===== src/rtl/synth_pkg.sv =====
// Shared types and constants for the wave shaper voice datapath.
package synth_pkg;

  typedef enum logic [1:0] {
    WAVE_SQUARE = 2'd0,
    WAVE_SAW    = 2'd1,
    WAVE_TRI    = 2'd2,
    WAVE_NOISE  = 2'd3
  } wave_mode_t;

  typedef enum logic [1:0] {
    IDLE  = 2'd0,
    DIV   = 2'd1,
    SHAPE = 2'd2
  } shaper_state_t;

  localparam logic [7:0]  MIDSCALE  = 8'h80;
  localparam logic [15:0] LFSR_SEED = 16'hACE1;
  // Right-shifting Galois form of x^16+x^14+x^13+x^11.
  localparam logic [15:0] LFSR_TAPS = 16'hB400;

  function automatic logic [15:0] lfsr_next(input logic [15:0] s);
    lfsr_next = {1'b0, s[15:1]} ^ (s[0] ? LFSR_TAPS : 16'h0000);
  endfunction

endpackage


===== src/rtl/serial_divider.sv =====
// Serial restoring divider producing floor(c*2^STEPS/d) for c<d, one bit per clock.
module serial_divider #(
  parameter int STEPS = 8
) (
  input  logic             clk,
  input  logic             n_rst,
  input  logic             abort,
  input  logic             start,
  input  logic [15:0]      c,
  input  logic [15:0]      d,
  output logic [STEPS-1:0] q,
  output logic             done
);

  localparam int SW = $clog2(STEPS + 1);
  localparam logic [SW-1:0] LAST = SW'(STEPS - 1);

  logic [16:0]      rem_q, rem_d;
  logic [15:0]      den_q, den_d;
  logic [STEPS-1:0] quo_q, quo_d;
  logic [SW-1:0]    step_q, step_d;
  logic             active_q, active_d;
  logic             force_q, force_d;
  logic [16:0]      shifted_s, diff_s;
  logic             ge_s;

  // Next-state for one restoring step; special cases pin the quotient but keep the step count.
  always_comb begin
    shifted_s = {rem_q[15:0], 1'b0};
    ge_s      = (shifted_s >= {1'b0, den_q});
    diff_s    = shifted_s - {1'b0, den_q};
    rem_d     = rem_q;
    den_d     = den_q;
    quo_d     = quo_q;
    step_d    = step_q;
    active_d  = active_q;
    force_d   = force_q;
    if (abort) begin
      active_d = 1'b0;
      step_d   = '0;
    end else if (start) begin
      rem_d    = {1'b0, c};
      den_d    = d;
      step_d   = '0;
      active_d = 1'b1;
      if (d == 16'h0000) begin
        quo_d   = '0;
        force_d = 1'b1;
      end else if (c >= d) begin
        quo_d   = '1;
        force_d = 1'b1;
      end else begin
        quo_d   = '0;
        force_d = 1'b0;
      end
    end else if (active_q) begin
      rem_d  = ge_s ? diff_s : shifted_s;
      step_d = step_q + SW'(1);
      if (force_q) begin
        quo_d = quo_q;
      end else begin
        quo_d = {quo_q[STEPS-2:0], ge_s};
      end
      if (step_q == LAST) begin
        active_d = 1'b0;
      end else begin
        active_d = 1'b1;
      end
    end else begin
      active_d = 1'b0;
    end
  end

  // Divider state registers.
  always_ff @(posedge clk or negedge n_rst) begin
    if (!n_rst) begin
      rem_q    <= 17'h0;
      den_q    <= 16'h0;
      quo_q    <= '0;
      step_q   <= '0;
      active_q <= 1'b0;
      force_q  <= 1'b0;
    end else begin
      rem_q    <= rem_d;
      den_q    <= den_d;
      quo_q    <= quo_d;
      step_q   <= step_d;
      active_q <= active_d;
      force_q  <= force_d;
    end
  end

  assign q    = quo_q;
  assign done = active_q && (step_q == LAST);

endmodule


===== src/rtl/wave_shaper.sv =====
// Voice wave shaper: phase snapshot on sample tick, serial divide, waveform mapping.
// Optional macro WAVE_NOISE_EN adds an LFSR noise source for mode 3.
module wave_shaper #(
  parameter int         DIV_STEPS = 8,
  parameter logic [7:0] MIDSCALE  = synth_pkg::MIDSCALE
) (
  input  logic        clk,
  input  logic        n_rst,
  input  logic        enable,
  input  logic        sample_tick,
  input  logic [15:0] count,
  input  logic [15:0] divider,
  input  logic [1:0]  mode,
  output logic [7:0]  sample,
  output logic        sample_valid,
  output logic        busy
);
  import synth_pkg::*;

  shaper_state_t  state_q, state_d;
  wave_mode_t     mode_q, mode_d;
  logic [7:0]     sample_q, sample_d;
  logic           valid_q, valid_d;
  logic           busy_q, busy_d;
  logic           start_s, div_done_s;
  logic [DIV_STEPS-1:0] quo_s;
  logic [7:0]     shaped_s;
  logic [7:0]     noise_s;

  serial_divider #(.STEPS(DIV_STEPS)) u_div (
    .clk   (clk),
    .n_rst (n_rst),
    .abort (~enable),
    .start (start_s),
    .c     (count),
    .d     (divider),
    .q     (quo_s),
    .done  (div_done_s)
  );

`ifdef WAVE_NOISE_EN
  logic [15:0] lfsr_q, lfsr_d;

  // Noise source advances once per accepted tick.
  always_comb begin
    if (start_s) begin
      lfsr_d = lfsr_next(lfsr_q);
    end else begin
      lfsr_d = lfsr_q;
    end
  end

  // LFSR register.
  always_ff @(posedge clk or negedge n_rst) begin
    if (!n_rst) begin
      lfsr_q <= LFSR_SEED;
    end else begin
      lfsr_q <= lfsr_d;
    end
  end

  assign noise_s = lfsr_q[15:8];
`else
  assign noise_s = MIDSCALE;
`endif

  // Phase-to-waveform mapping from the completed quotient.
  always_comb begin
    shaped_s = MIDSCALE;
    case (mode_q)
      WAVE_SQUARE: shaped_s = quo_s[7] ? 8'h00 : 8'hFF;
      WAVE_SAW:    shaped_s = quo_s[7:0];
      WAVE_TRI:    shaped_s = quo_s[7] ? {~quo_s[6:0], 1'b0} : {quo_s[6:0], 1'b0};
      WAVE_NOISE:  shaped_s = noise_s;
      default:     shaped_s = MIDSCALE;
    endcase
  end

  // Control FSM; enable low overrides everything and silences the voice.
  always_comb begin
    state_d  = state_q;
    mode_d   = mode_q;
    sample_d = sample_q;
    valid_d  = 1'b0;
    start_s  = 1'b0;
    if (!enable) begin
      state_d  = IDLE;
      sample_d = MIDSCALE;
    end else begin
      case (state_q)
        IDLE: begin
          if (sample_tick) begin
            state_d = DIV;
            start_s = 1'b1;
            mode_d  = wave_mode_t'(mode);
          end else begin
            state_d = IDLE;
          end
        end
        DIV: begin
          if (div_done_s) begin
            state_d = SHAPE;
          end else begin
            state_d = DIV;
          end
        end
        SHAPE: begin
          sample_d = shaped_s;
          valid_d  = 1'b1;
          state_d  = IDLE;
        end
        default: state_d = IDLE;
      endcase
    end
    busy_d = (state_d != IDLE);
  end

  // Control and output registers.
  always_ff @(posedge clk or negedge n_rst) begin
    if (!n_rst) begin
      state_q  <= IDLE;
      mode_q   <= WAVE_SQUARE;
      sample_q <= MIDSCALE;
      valid_q  <= 1'b0;
      busy_q   <= 1'b0;
    end else begin
      state_q  <= state_d;
      mode_q   <= mode_d;
      sample_q <= sample_d;
      valid_q  <= valid_d;
      busy_q   <= busy_d;
    end
  end

  assign sample       = sample_q;
  assign sample_valid = valid_q;
  assign busy         = busy_q;

endmodule


===== config.mk =====
export PLATFORM = sky130hd
export DESIGN_NAME = wave_shaper
export DESIGN_NICKNAME = d
export VERILOG_FILES = /design/src/rtl/synth_pkg.sv /design/src/rtl/serial_divider.sv /design/src/rtl/wave_shaper.sv
export SDC_FILE = /design/constraint.sdc
export NUM_CORES = 1
export LEC_CHECK = 0
export CELL_PAD_IN_SITES_DETAIL_PLACEMENT = 0
export CELL_PAD_IN_SITES_GLOBAL_PLACEMENT = 1
export CORE_MARGIN = 2
export CORE_UTILIZATION = 46
export CTS_CLUSTER_SIZE = 14
export DETAILED_ROUTE_END_ITERATION = 7
export HOLD_SLACK_MARGIN = 0.03
export PLACE_DENSITY_LB_ADDON = 0.1
export REMOVE_ABC_BUFFERS = 1
export SLEW_MARGIN = 0
export SYNTH_ARGS = -nofsm -noshare
export SYNTH_HDL_FRONTEND = slang
export SYNTH_SLANG_ARGS = --single-unit

===== constraint.sdc =====
create_clock -name clk -period 6 [get_ports clk]
set_clock_uncertainty 0.15 [all_clocks]
set_input_delay 1.2 -clock clk [delete_from_list [all_inputs] [get_ports clk]]
set_output_delay 1.2 -clock clk [all_outputs]
set_load 0.01 [all_outputs]

# Word-level counts from Yosys, hierarchy flattened
# Index checks and enable logic that the tools add are counted.
[word_totals]
inputBits = 38
register_bits = 60
output_inout_bits = 10
[op_classes]
n_bitwise = 1
n_eq_ne = 9
n_mux = 31
n_reduce_logical = 10
magnitude_cmp = 2
add_sub_neg = 2
[op_table]
columns = ["op", "n"]
rows = [
  ["two-way mux 8 bit", 9],
  ["two-way mux 16 bit", 3],
  ["case mux 8 bit (4 select lines)", 1],
  ["greater-or-equal comparator 17 x 16 -> 1 bit", 1],
  ["greater-or-equal comparator 16 bit", 1],
  ["logical NOT 16 bit", 1],
  ["subtractor 16 bit", 1],
  ["two-way mux 1 bit", 12],
  ["two-way mux 4 bit", 3],
  ["inverter 7 bit", 1],
  ["equality test 2 bit, second input constant", 3],
  ["AND reduction 3 bit", 2],
  ["adder 4 x 1 -> 4 bit, second input constant", 1],
  ["equality test 2 x 1 -> 1 bit, second input constant", 2],
  ["equality test 4 x 3 -> 1 bit, second input constant", 1],
  ["logical NOT 2 bit", 2],
  ["two-way mux 2 bit", 2],
  ["case mux 2 bit (2 select lines)", 1],
  ["AND reduction 2 bit", 2],
  ["nonzero test 2 bit", 2],
  ["!= test 3 x 1 -> 1 bit, second input constant", 1],
  ["!= test 2 x 1 -> 1 bit, second input constant", 1],
  ["!= test 2 bit, second input constant", 1],
  ["logical AND 1 bit", 1],
]

# Longest topological paths before layout
# Gate-level depths: netlist (run 1).
[logic_depth]
word_depth = 6
depth_mapped = 12

# By module
# A second synthesis (run 1) with hierarchy kept.
[hier_totals]
hier_cells = 491
area_unflattened_um2 = 4286.6
[by_module_without_submodules]
columns = ["module", "cells_per_inst", "area_per_inst_um2", "n_inst"]
rows = [
  ["serial_divider", 425, 3562.2, 1],
  ["wave_shaper", 66, 724.4, 1],
]

# Worst setup path before layout (run 1)
# OpenSTA, ideal clock, no wires.
[synth_path]
kind = "input port to flip-flop"
startpoint = "input port divider[9]"
endpoint = "register u_div.quo_q[0], in the netlist u_div.q[0]"
slack_ns = 3.069
setup_ns = 0.138
path_buffers = 0
arrival_time_ns = 2.643
cell_stages = 9
required_time_ns = 5.712
cell_sequence = "inv_1 ha_1 a21oi_1 nor2_1 a211oi_1 o21ai_0 a211o_1 a31oi_2 a21oi_1"
[synth_between]
elab_chain_cells = 4
elab_cells_between_ends = 5
cone_classes = "1 x order compare; 3 x mux; 1 x reduce/logical"
[synth_rtl]
columns = ["element", "line", "source"]
rows = [
  ["start, declared", "wave_shaper.sv:12", "input logic [15:0] divider,"],
  ["greater-or-equal comparator 16 bit", "serial_divider.sv:49", "end else if (c >= d) begin"],
  ["two-way mux 8 bit", "serial_divider.sv:49", ""],
  ["two-way mux 8 bit *", "serial_divider.sv:46", "if (d == 16'h0000) begin"],
  ["two-way mux 8 bit *", "serial_divider.sv:41", "end else if (start) begin"],
  ["end signal, assigned", "serial_divider.sv:86", "quo_q <= quo_d;"],
  ["end, declared", "serial_divider.sv:20", "logic [STEPS-1:0] quo_q, quo_d;"],
]
# Mark *: on every way between the ends. The rest lies on a longest branch, timed or not.
# A chain may end at the register's enable or synchronous reset.

# Worst setup path in the final report (run 1)
[layout_path]
startpoint = "input port enable"
endpoint = "register u_div.rem_q[14]"
[layout_between]
elab_chain_cells = 3
elab_cells_between_ends = 4
cone_classes = "2 x mux; 2 x reduce/logical"
[layout_rtl]
columns = ["element", "line", "source"]
rows = [
  ["start, declared", "wave_shaper.sv:9", "input logic enable,"],
  ["two-way mux 1 bit", "wave_shaper.sv:86", "if (!enable) begin"],
  ["nonzero test 2 bit (no source line)", "n/a", ""],
  ["AND reduction 2 bit (no source line)", "n/a", ""],
  ["end signal, assigned", "serial_divider.sv:84", "rem_q <= rem_d;"],
  ["end, declared", "serial_divider.sv:18", "logic [16:0] rem_q, rem_d;"],
]
# Several ways; a longest one is shown, not always the timed one.

==> results of run 1 <==
cell type report:
cell class / count / area share, %
Sequential cell: 60 / 30.3
Clock inverter: 6 / 1.79
Inverter: 39 / 2.95
Timing Repair Buffer: 50 / 9.85
Clock buffer: 10 / 2.58
Multi-Input combinational cell: 387 / 49.8
Tap cell: 108 / 2.73
worst max-delay path: stages:
cell,delay (ps)
clkdlybuf4s50_1,920
and2_1,550
buf_4,400
nor2_1,180
nand4_1,120
mux2i_1,90
nor2_1,130
layout by cell type, fill, tap and decap left out, types with 3 or more instances in the layout:
| cell type | count |
|---|---|
| buf_4 | 3 |
| o221ai_1 | 8 |
| nand4_1 | 7 |
| nand3_1 | 11 |
| or3_1 | 4 |
| nor4_1 | 4 |
| and2_1 | 5 |
| a31oi_1 | 9 |
| nor2b_1 | 8 |
| o211a_1 | 6 |
| mux2i_1 | 4 |
| xnor2_1 | 5 |
| nor3_1 | 3 |
| ha_1 | 33 |
| a21o_1 | 4 |
| o21ai_0 | 36 |
| inv_1 | 39 |
| mux2_2 | 6 |
| a211oi_1 | 4 |
| clkbuf_8 | 9 |
| a22oi_1 | 3 |
| a21boi_0 | 3 |
| nand2b_1 | 4 |
| nand2_1 | 76 |
| xor2_1 | 7 |
| clkdlybuf4s50_1 | 46 |
| a21oi_1 | 52 |
| o21a_1 | 3 |
| dfrtp_1 | 59 |
| nor2_1 | 46 |
where the power goes:
part / switching, uW / total, uW / internal, uW / leakage (uW)
logic: 624 / 1050 / 423 / 0.00143
registers: 101 / 600 / 499 / 0.000751
clock network: 171 / 405 / 234 / 0.000102
worst max path at each step:
stage / slack (ps) / startpoint / depth (start not counted) / to
6_report: 2520 / enable / 7 / u_div.rem_q[14]
3_5_place_dp: 2140 / enable / 7 / u_div.rem_q[14]
4_1_cts: 2500 / enable / 7 / u_div.rem_q[14]
2_1_floorplan: 2750 / sample_tick / 6 / u_div.rem_q[11]
3_3_place_gp: 2200 / enable / 7 / u_div.rem_q[14]
5_1_grt: 2280 / enable / 7 / u_div.rem_q[14]
Yosys cell counts, drive strengths merged, types with 7 or more instances:
library cell	number	area share, %
nand4	8	1.3
nand3	12	1.5
dfrtp	59	35
ha	33	9.8
xor2	7	1.5
inv	39	3.5
nor2b	8	1.2
a31oi	10	1.6
a21oi	52	6.2
buf	8	1.3
nand2	76	6.8
clkbuf	15	1.3
nor2	46	4.1
o21ai	38	4.5
o221ai	8	1.7
stage by stage:
step           setup slack, ps  cell area, um^2  hold slack, ps  instances  utilization (%)
5_1_grt                   2280             4950             374        660             56.3
2_1_floorplan             2750             4110             323        486                -
4_1_cts                   2500             4950             365        660             56.3
3_3_place_gp              2200             4740             331        644             53.8
3_5_place_dp              2140             4740             354        644             53.8
6_report                  2520             4950             357        660             56.3
flip-flops by register name, summed over array words and instances, names as in the netlist:
signal          cells
u_div.rem_q        16
sample              8
u_div.force_q       1
busy                1
u_div.active_q      1
state_q             2
u_div.q             8
u_div.den_q        16
u_div.step_q        4
mode_q              2
sample_valid        1
per-layer routing:
layer	GRT usage [%]	vias up	wire, um
li1	-	1869	-
met1	36.2	1836	5590
met2	36.2	89	5010
met3	3.48	15	441
met4	6.01	0	136
met5	0	-	0
kinds of logic (layout without fill, tap and decap cells):
logic type | count (synthesis) | count (layout)
simple gates | 180 | 180
xor+xnor | 12 | 12
buf+inv | 62 | 105
flops | 60 | 60
fa+ha+maj | 34 | 34
mux | 10 | 10
compound gates | 151 | 151
==> key figures, run 1 <==
Layout
  • Diode count: 0
  • Layout cells sized above 1: 7.07%
  • Multi-input logic area: 2470 um^2
  • Final-layout fill cell count: 857
  • Area grow syn2layout: 17.3%
  • Final net count: 619
  • FF+latch area: 1500 um^2

Synthesis
  • Synth cell types: 63
  • Avg Cell Area, Syn: 8.30 um^2
  • XOR/XNOR Fraction of Synth Area: 2.49%
  • Post-synthesis simple-gate area fraction: 19.8%
  • Syn Inst Count: 509
  • Post-synthesis cell area: 4220 um^2
  • Largest family of logic cells by synthesized area: compound AO/OA/AOI/OAI gates
  • Synth Warn #: 0
  • Synth Area in Compound Gates: 23.2%
  • Synthesis-stage register bit count: 60
  • Sequential share of the synthesized area: 35.6%
  • Mux cell area share after synthesis: 2.55%
  • Adder-Cell Fraction of Synth Area: 10.2%
  • Synth Flop Type: dfrtp_1
  • Post-synth EDFFs: 0
  • Asr flop ratio synth: 100%

Critical path
  • CP endpoint kind: register
  • WP data arrival: 3600 ps
  • Highest net fanout along the worst path: 31
  • R2r worst-path depth: 8
  • Startpoint Class: primary input
  • Setup CP Type: primary input to register
  • Beginning of the worst register-to-register path: u_div.rem_q[6]
  • Worst R2R End: u_div.rem_q[9]
  • CP required: 6120 ps
  • Flop-to-flop setup slack: 2890 ps

Floorplan
  • Chip Width: 99.8 um
  • Full die area: 9970 um^2
  • Core area: 8810 um^2
  • Initial Util: 48.0%
  • Die Y: 99.8 um
  • I/O pin cnt: 48
  • Num rows: 34

Clock tree
  • Clock H-tree levels: 3
  • Clock tree buffer depth: 2
  • CTS tree: yes
  • Cts bufs inserted: 9
  • Sink Count: 60
  • Post-cts sizing count: 0
  • Clk_lat worst skew: 350 ps
  • Clk slew on worst S/H paths: 70 ps
  • Number of post-CTS setup repair buffers: 0
  • Root Driver: clkbuf_8
  • CTS Hold Bufs: 0

GRT
  • Vias in the first global route: 3,627
  • Remaining global-route overflow: 0
  • GRT Total Usage: 23.9%
  • First-pass GRT wire length: 18,700 um
  • Initial antenna violation count: 0
  • Largest net degree at the start of global routing: 61

Detailed routing
  • Avg WL per Cell: 16.9 um
  • DRC: 0
  • Initial DRC Count: 208
  • DR pass1 iterations: 6
  • Routed vias: 3,809
  • Via density: 5.77
  • Final WL: 11,200 um
  • DRT antenna net count: 0

STA
  • Max Fclk: 287 MHz
  • Slew Limit Fails: 0
  • Fin crit period: 3480 ps
  • RSZ-0062 raised after global routing: no
  • Worst slew margin: 36.4%
  • Period utilization: 58.0%
  • Hold Violations, Final: 0
  • Final setup fails: 0
  • Worst-margin pin slew: 952 ps
  • Final TNS setup: 0 ps

Pwr
  • Maximum vdd drop: 0.206 mV
  • Pleak: 0.00229 uW
  • Final Power: 2050 uW
  • Pwr dens: 414 nW/um^2

Place
  • IO buf count: 47
  • Final GP Congestion: 0.848
  • DP HPWL: 8450 um

Outcome
  • Status: completed

Flow run
  • MaxCap Viol Count: 0

Worst hold path
  • Worst hold endpoint: sample[7]
  • Worst hold start: sample[7]
  • Hold path depth: 2
  • Worst min-delay path class: register to register
(Power assumes the default switching activity.)
==> inputs of run 2 (changes only) <==
- CORE_UTILIZATION: 46 -> 39
- clock period: 6 -> 3.1 ns (I/O delays scaled with it)
==> run 2 against run 1 <==
First-iteration DRC count shrank 1.9%. Register-to-register slack worse by 2600 ps. Design area is 3.5% higher. Die area increased by 17%. Count of clock-buffer cells in the layout is 1 higher. Setup slack got worse by 2200 ps. Sequential power increased by 93%. Cell count up 7.4%. Sequential cell count unchanged. Critical path depth grew 2.
==> key figures, run 2 (synthesis gave the netlist of run 1 again) <==
STA
  • Final setup fails: 0
  • Slew Limit Fails: 0
  • Worst slew margin: 55.7%
  • Max Fclk: 359 MHz
  • Period utilization: 89.9%
  • Hold Violations, Final: 0
  • RSZ-0062 raised after global routing: no
  • Worst-margin pin slew: 665 ps
  • Setup ws final: 312 ps
  • Fin crit period: 2790 ps

Detailed routing
  • Avg WL per Cell: 17.0 um
  • Final WL: 12,100 um
  • Routed vias: 3,906
  • DRC: 0
  • Initial DRC Count: 204
  • DR pass1 iterations: 4
  • DRT antenna net count: 0
  • Via density: 5.51

Flow run
  • MaxCap Viol Count: 0

Place
  • Final GP Congestion: 0.877
  • IO buf count: 47
  • DP HPWL: 9340 um
  • Dpl ws: 39.5 ps

Pwr
  • Pleak: 0.00238 uW
  • Final Power: 3970 uW
  • Maximum vdd drop: 0.340 mV
  • Pwr dens: 774 nW/um^2

Clock tree
  • Root Driver: clkbuf_8
  • Clock H-tree levels: 3
  • Clk slew on worst S/H paths: 70 ps
  • Post-cts sizing count: 0
  • Cts bufs inserted: 9
  • CTS Hold Bufs: 0
  • Number of post-CTS setup repair buffers: 0
  • Sink Count: 60
  • Clock tree buffer depth: 2
  • Clk_lat worst skew: 340 ps
  • CTS tree: yes

Floorplan
  • Chip Width: 108 um
  • Die Y: 108 um
  • Num rows: 37
  • I/O pin cnt: 48
  • Core area: 10,400 um^2
  • Initial Util: 40.6%
  • Full die area: 11,700 um^2

Critical path
  • Beginning of the worst register-to-register path: u_div.rem_q[13]
  • Setup CP Type: register to register
  • CP required: 3160 ps
  • WP data arrival: 2840 ps
  • Critical path launch point: u_div.rem_q[13]
  • Startpoint Class: register
  • CP endpoint kind: register
  • Highest net fanout along the worst path: 10

GRT
  • Largest net degree at the start of global routing: 35
  • Initial antenna violation count: 0
  • First-pass GRT wire length: 19,900 um
  • GRT Total Usage: 21.9%
  • Remaining global-route overflow: 0
  • Vias in the first global route: 3,844

Layout
  • FF+latch area: 1500 um^2
  • Area grow syn2layout: 21.4%
  • Commonest cells after routing, fill and taps aside: nand2_1, dfrtp_1, a21oi_1, nor2_1, clkdlybuf4s50_1
  • Largest regs: u_div.den_q (16), u_div.rem_q (16)
  • Final-layout fill cell count: 1,033
  • Commonest non-fill, non-tap cell in the layout: nand2_1
  • Multi-input logic area: 2470 um^2
  • Layout cells sized above 1: 10.6%
  • Diode count: 0
  • Final net count: 641

Outcome
  • Status: completed

Worst hold path
  • Worst min-delay path class: primary input to async pin
## run 2: cell count changes in the layout (fill, tap and decap cells not counted), sizes merged
| cell | previous run | this run |
|---|---|---|
| buf | 4 | 26 |
| bufinv | 2 | 0 |
| clkbuf | 10 | 11 |
## run 2: per-stage QoR
step	std cells	utilization [%]	area, um^2	setup TNS [ps]	hold WS, ps
2_1_floorplan	486	-	4110	0	174
3_3_place_gp	694	47.5	4950	-290	337
3_5_place_dp	694	47.5	4950	0	345
4_1_cts	709	49.2	5130	0	179
5_1_grt	709	49.2	5130	0	205
6_report	709	49.2	5130	0	156
## run 2: final cells by class
| class | instances | share of cell area (%) |
|---|---|---|
| clock inverter | 4 | 0.488 |
| clock buffer | 11 | 2.95 |
| sequential | 60 | 29.3 |
| inverter | 39 | 2.86 |
| timing repair buffer | 72 | 13.0 |
| multi-input combinational | 387 | 48.1 |
| tap | 136 | 3.32 |
## run 2: power breakdown
part	leakage [uW]	total [uW]	internal (uW)	switching, uW
clock	0.0000872	674	327	347
combinational	0.00155	2130	897	1240
sequential	0.000751	1160	965	200
## run 2: worst paths after layout
check	endpoint	slack [ps]	cells after the start
setup / recovery	u_div.rem_q[4]	310	9
hold / removal	u_div.den_q[7]	160	1
setup reg to reg	u_div.rem_q[4]	310	9
hold reg to reg	sample[7]	350	2
max in group asynchronous	sample[7]	1950	2
min in group clk	sample[7]	350	2
## run 2: per-layer routing
metal | vias to the layer above | part of all wire (%) | global-route usage (%)
met5 | - | 0 | 0
met4 | 0 | 1.6 | 5.86
met3 | 13 | 5.5 | 3.86
met2 | 104 | 43 | 33.0
met1 | 1874 | 50 | 32.4
li1 | 1915 | - | -
## run 2: worst max-delay path, stage by stage, from the launching register on
cell      delay, ps
dfrtp_1         430
ha_1            380
a21o_1          200
a211oi_1        340
o41a_1          230
o211ai_2        180
and2_1          230
buf_4           190
a31oi_1         190
a22oi_1         130
==> inputs of run 3 (changes only) <==
- GPL_TIMING_DRIVEN: unset -> 0
==> run 3 against run 2 <==
Hold slack gained 23 ps. Utilization decreased by 1.3 points. Sequential power barely moved. Wire length is 7.2% lower. First-iteration DRC count down 7.4%. Via count shrank 3.8%. Largest cell class unchanged. Highest routed layer unchanged.
==> key figures, run 3 (synthesis gave the netlist of run 1 again) <==
Outcome
  • Status: completed

Detailed routing
  • DR pass1 iterations: 5
  • Final WL: 11,200 um
  • Avg WL per Cell: 16.3 um
  • DRT antenna net count: 0
  • Routed vias: 3,756
  • Via density: 5.48
  • DRC: 0
  • Initial DRC Count: 189

STA
  • Max Fclk: 340 MHz
  • Final setup fails: 0
  • Setup ws final: 156 ps
  • Tightest hold margin: 179 ps
  • Worst-margin pin slew: 957 ps
  • Worst slew margin: 36.1%
  • Slew Limit Fails: 0
  • Period utilization: 95.0%
  • RSZ-0062 raised after global routing: yes
  • Fin crit period: 2940 ps
  • Hold Violations, Final: 0

Layout
  • Largest regs: u_div.den_q (16), u_div.rem_q (16)
  • Commonest non-fill, non-tap cell in the layout: nand2_1
  • Commonest cells after routing, fill and taps aside: nand2_1, dfrtp_1, a21oi_1, nor2_1, clkdlybuf4s50_1
  • Diode count: 0
  • Layout cells sized above 1: 7.27%
  • Finished Core Util: 47.9%
  • Area grow syn2layout: 18.2%
  • Non-Filler Instances: 686
  • Final net count: 617

Clock tree
  • Cts bufs inserted: 9
  • CTS tree: yes
  • Clock H-tree levels: 3
  • Sink Count: 60
  • Root Driver: clkbuf_8
  • Clock tree buffer depth: 2
  • Clk_lat worst skew: 340 ps
  • Number of post-CTS setup repair buffers: 0
  • Clk slew on worst S/H paths: 80 ps

Critical path
  • CP required: 3230 ps
  • Critical-path top delay cell: or3_1
  • Highest net fanout along the worst path: 12
  • CP bufs+invs: 0
  • Startpoint Class: register
  • Critical Path, Cell by Cell: ha_1 -> nand3_1 -> nor3b_2 -> o31ai_2 -> o211ai_2 -> nand2_1 -> or3_1 -> nand3_1
  • Setup CP Type: register to register
  • Slowest stage delay, CP: 510 ps
  • CP delay by family, top: simple AND/OR/NAND/NOR gates
  • CP most frequent cell: nand3_1
  • WP data arrival: 3080 ps
  • CP endpoint kind: register

GRT
  • Initial antenna violation count: 0
  • Largest net degree at the start of global routing: 61
  • Vias in the first global route: 3,634
  • GRT Total Usage: 20.4%
  • First-pass GRT wire length: 18,400 um
  • Remaining global-route overflow: 0

Floorplan
  • Die Y: 108 um
  • I/O pin cnt: 48
  • Chip Width: 108 um
  • Core area: 10,400 um^2
  • Initial Util: 40.6%
  • Num rows: 37
  • Full die area: 11,700 um^2

Pwr
  • Flop pwr share: 29.5%
  • Sw power: 1740 uW
  • Clk pwr share: 18.5%
  • Pwr dens: 782 nW/um^2
  • Maximum vdd drop: 0.288 mV
  • Final Power: 3900 uW
  • Int Power: 2160 uW
  • Combinational share of power: 52.0%
  • Pleak: 0.00228 uW
  • Sw frac: 44.6%

Flow run
  • MaxCap Viol Count: 0

Place
  • DP HPWL: 8460 um
  • IO buf count: 47
  • Dpl ws: -300 ps
  • Final GP Congestion: 0.822
  • Post-placement cell count: 670

Worst hold path
  • Worst min-delay path class: primary input to async pin
run 3: final timing paths:
kind	from	endpoint	slack, ps	cells after the start
hold / removal	n_rst	u_div.den_q[7]	180	1
max in group asynchronous	n_rst	u_div.rem_q[14]	2060	1
hold reg to reg	sample[7]	sample[7]	350	2
setup reg to reg	u_div.rem_q[7]	u_div.rem_q[11]	160	8
min in group clk	sample[7]	sample[7]	350	2
setup / recovery	u_div.rem_q[7]	u_div.rem_q[11]	160	8
run 3: cell type report:
type / count / area [um^2]
tap: 136 / 170
clock inverter: 7 / 75.1
clock buffer: 9 / 124
multi-input combinational: 387 / 2480
timing repair buffer: 48 / 495
sequential: 60 / 1500
inverter: 39 / 146
fill: 1065 / 5430
run 3: worst reg2reg max path, stage by stage, from the launching register on:
cell      delay, ps
dfrtp_1         440
ha_1            400
nand3_1         170
nor3b_2         210
o31ai_2         120
o211ai_2        340
nand2_1         460
or3_1           510
nand3_1          90
run 3: routing by layer:
layer  vias up  track usage [%]  share of wire, %
met4         0             5.49              0.91
met3        10             4.10               6.0
met1      1781             29.9                50
li1       1873                -                 -
met5         -                0                 0
met2        92             30.5                43
run 3: metrics by stage:
step | TNS [ps] | instance area (um^2)
6_report | 0 | 4990
5_1_grt | -102 | 4990
4_1_cts | 0 | 4980
3_5_place_dp | -2430 | 4780
3_3_place_gp | -68700 | 4750
2_1_floorplan | 0 | 4110
run 3: power by group through the flow:
stage          sequential, uW  combinational, uW  clock (uW)
3_3_place_gp             1160               1990           0
3_5_place_dp             1170               2010           0
5_1_grt                  1190               2280         771
6_report                 1150               2030         724
2_1_floorplan            1110               1520           0
4_1_cts                  1150               2020         747
run 3: what timing repair did:
action / CTS / global route
hold buffers: 0 / 0
resized for setup: 1 / 1
setup endpoints to repair: 1 / 10
gates cloned: 0 / 0
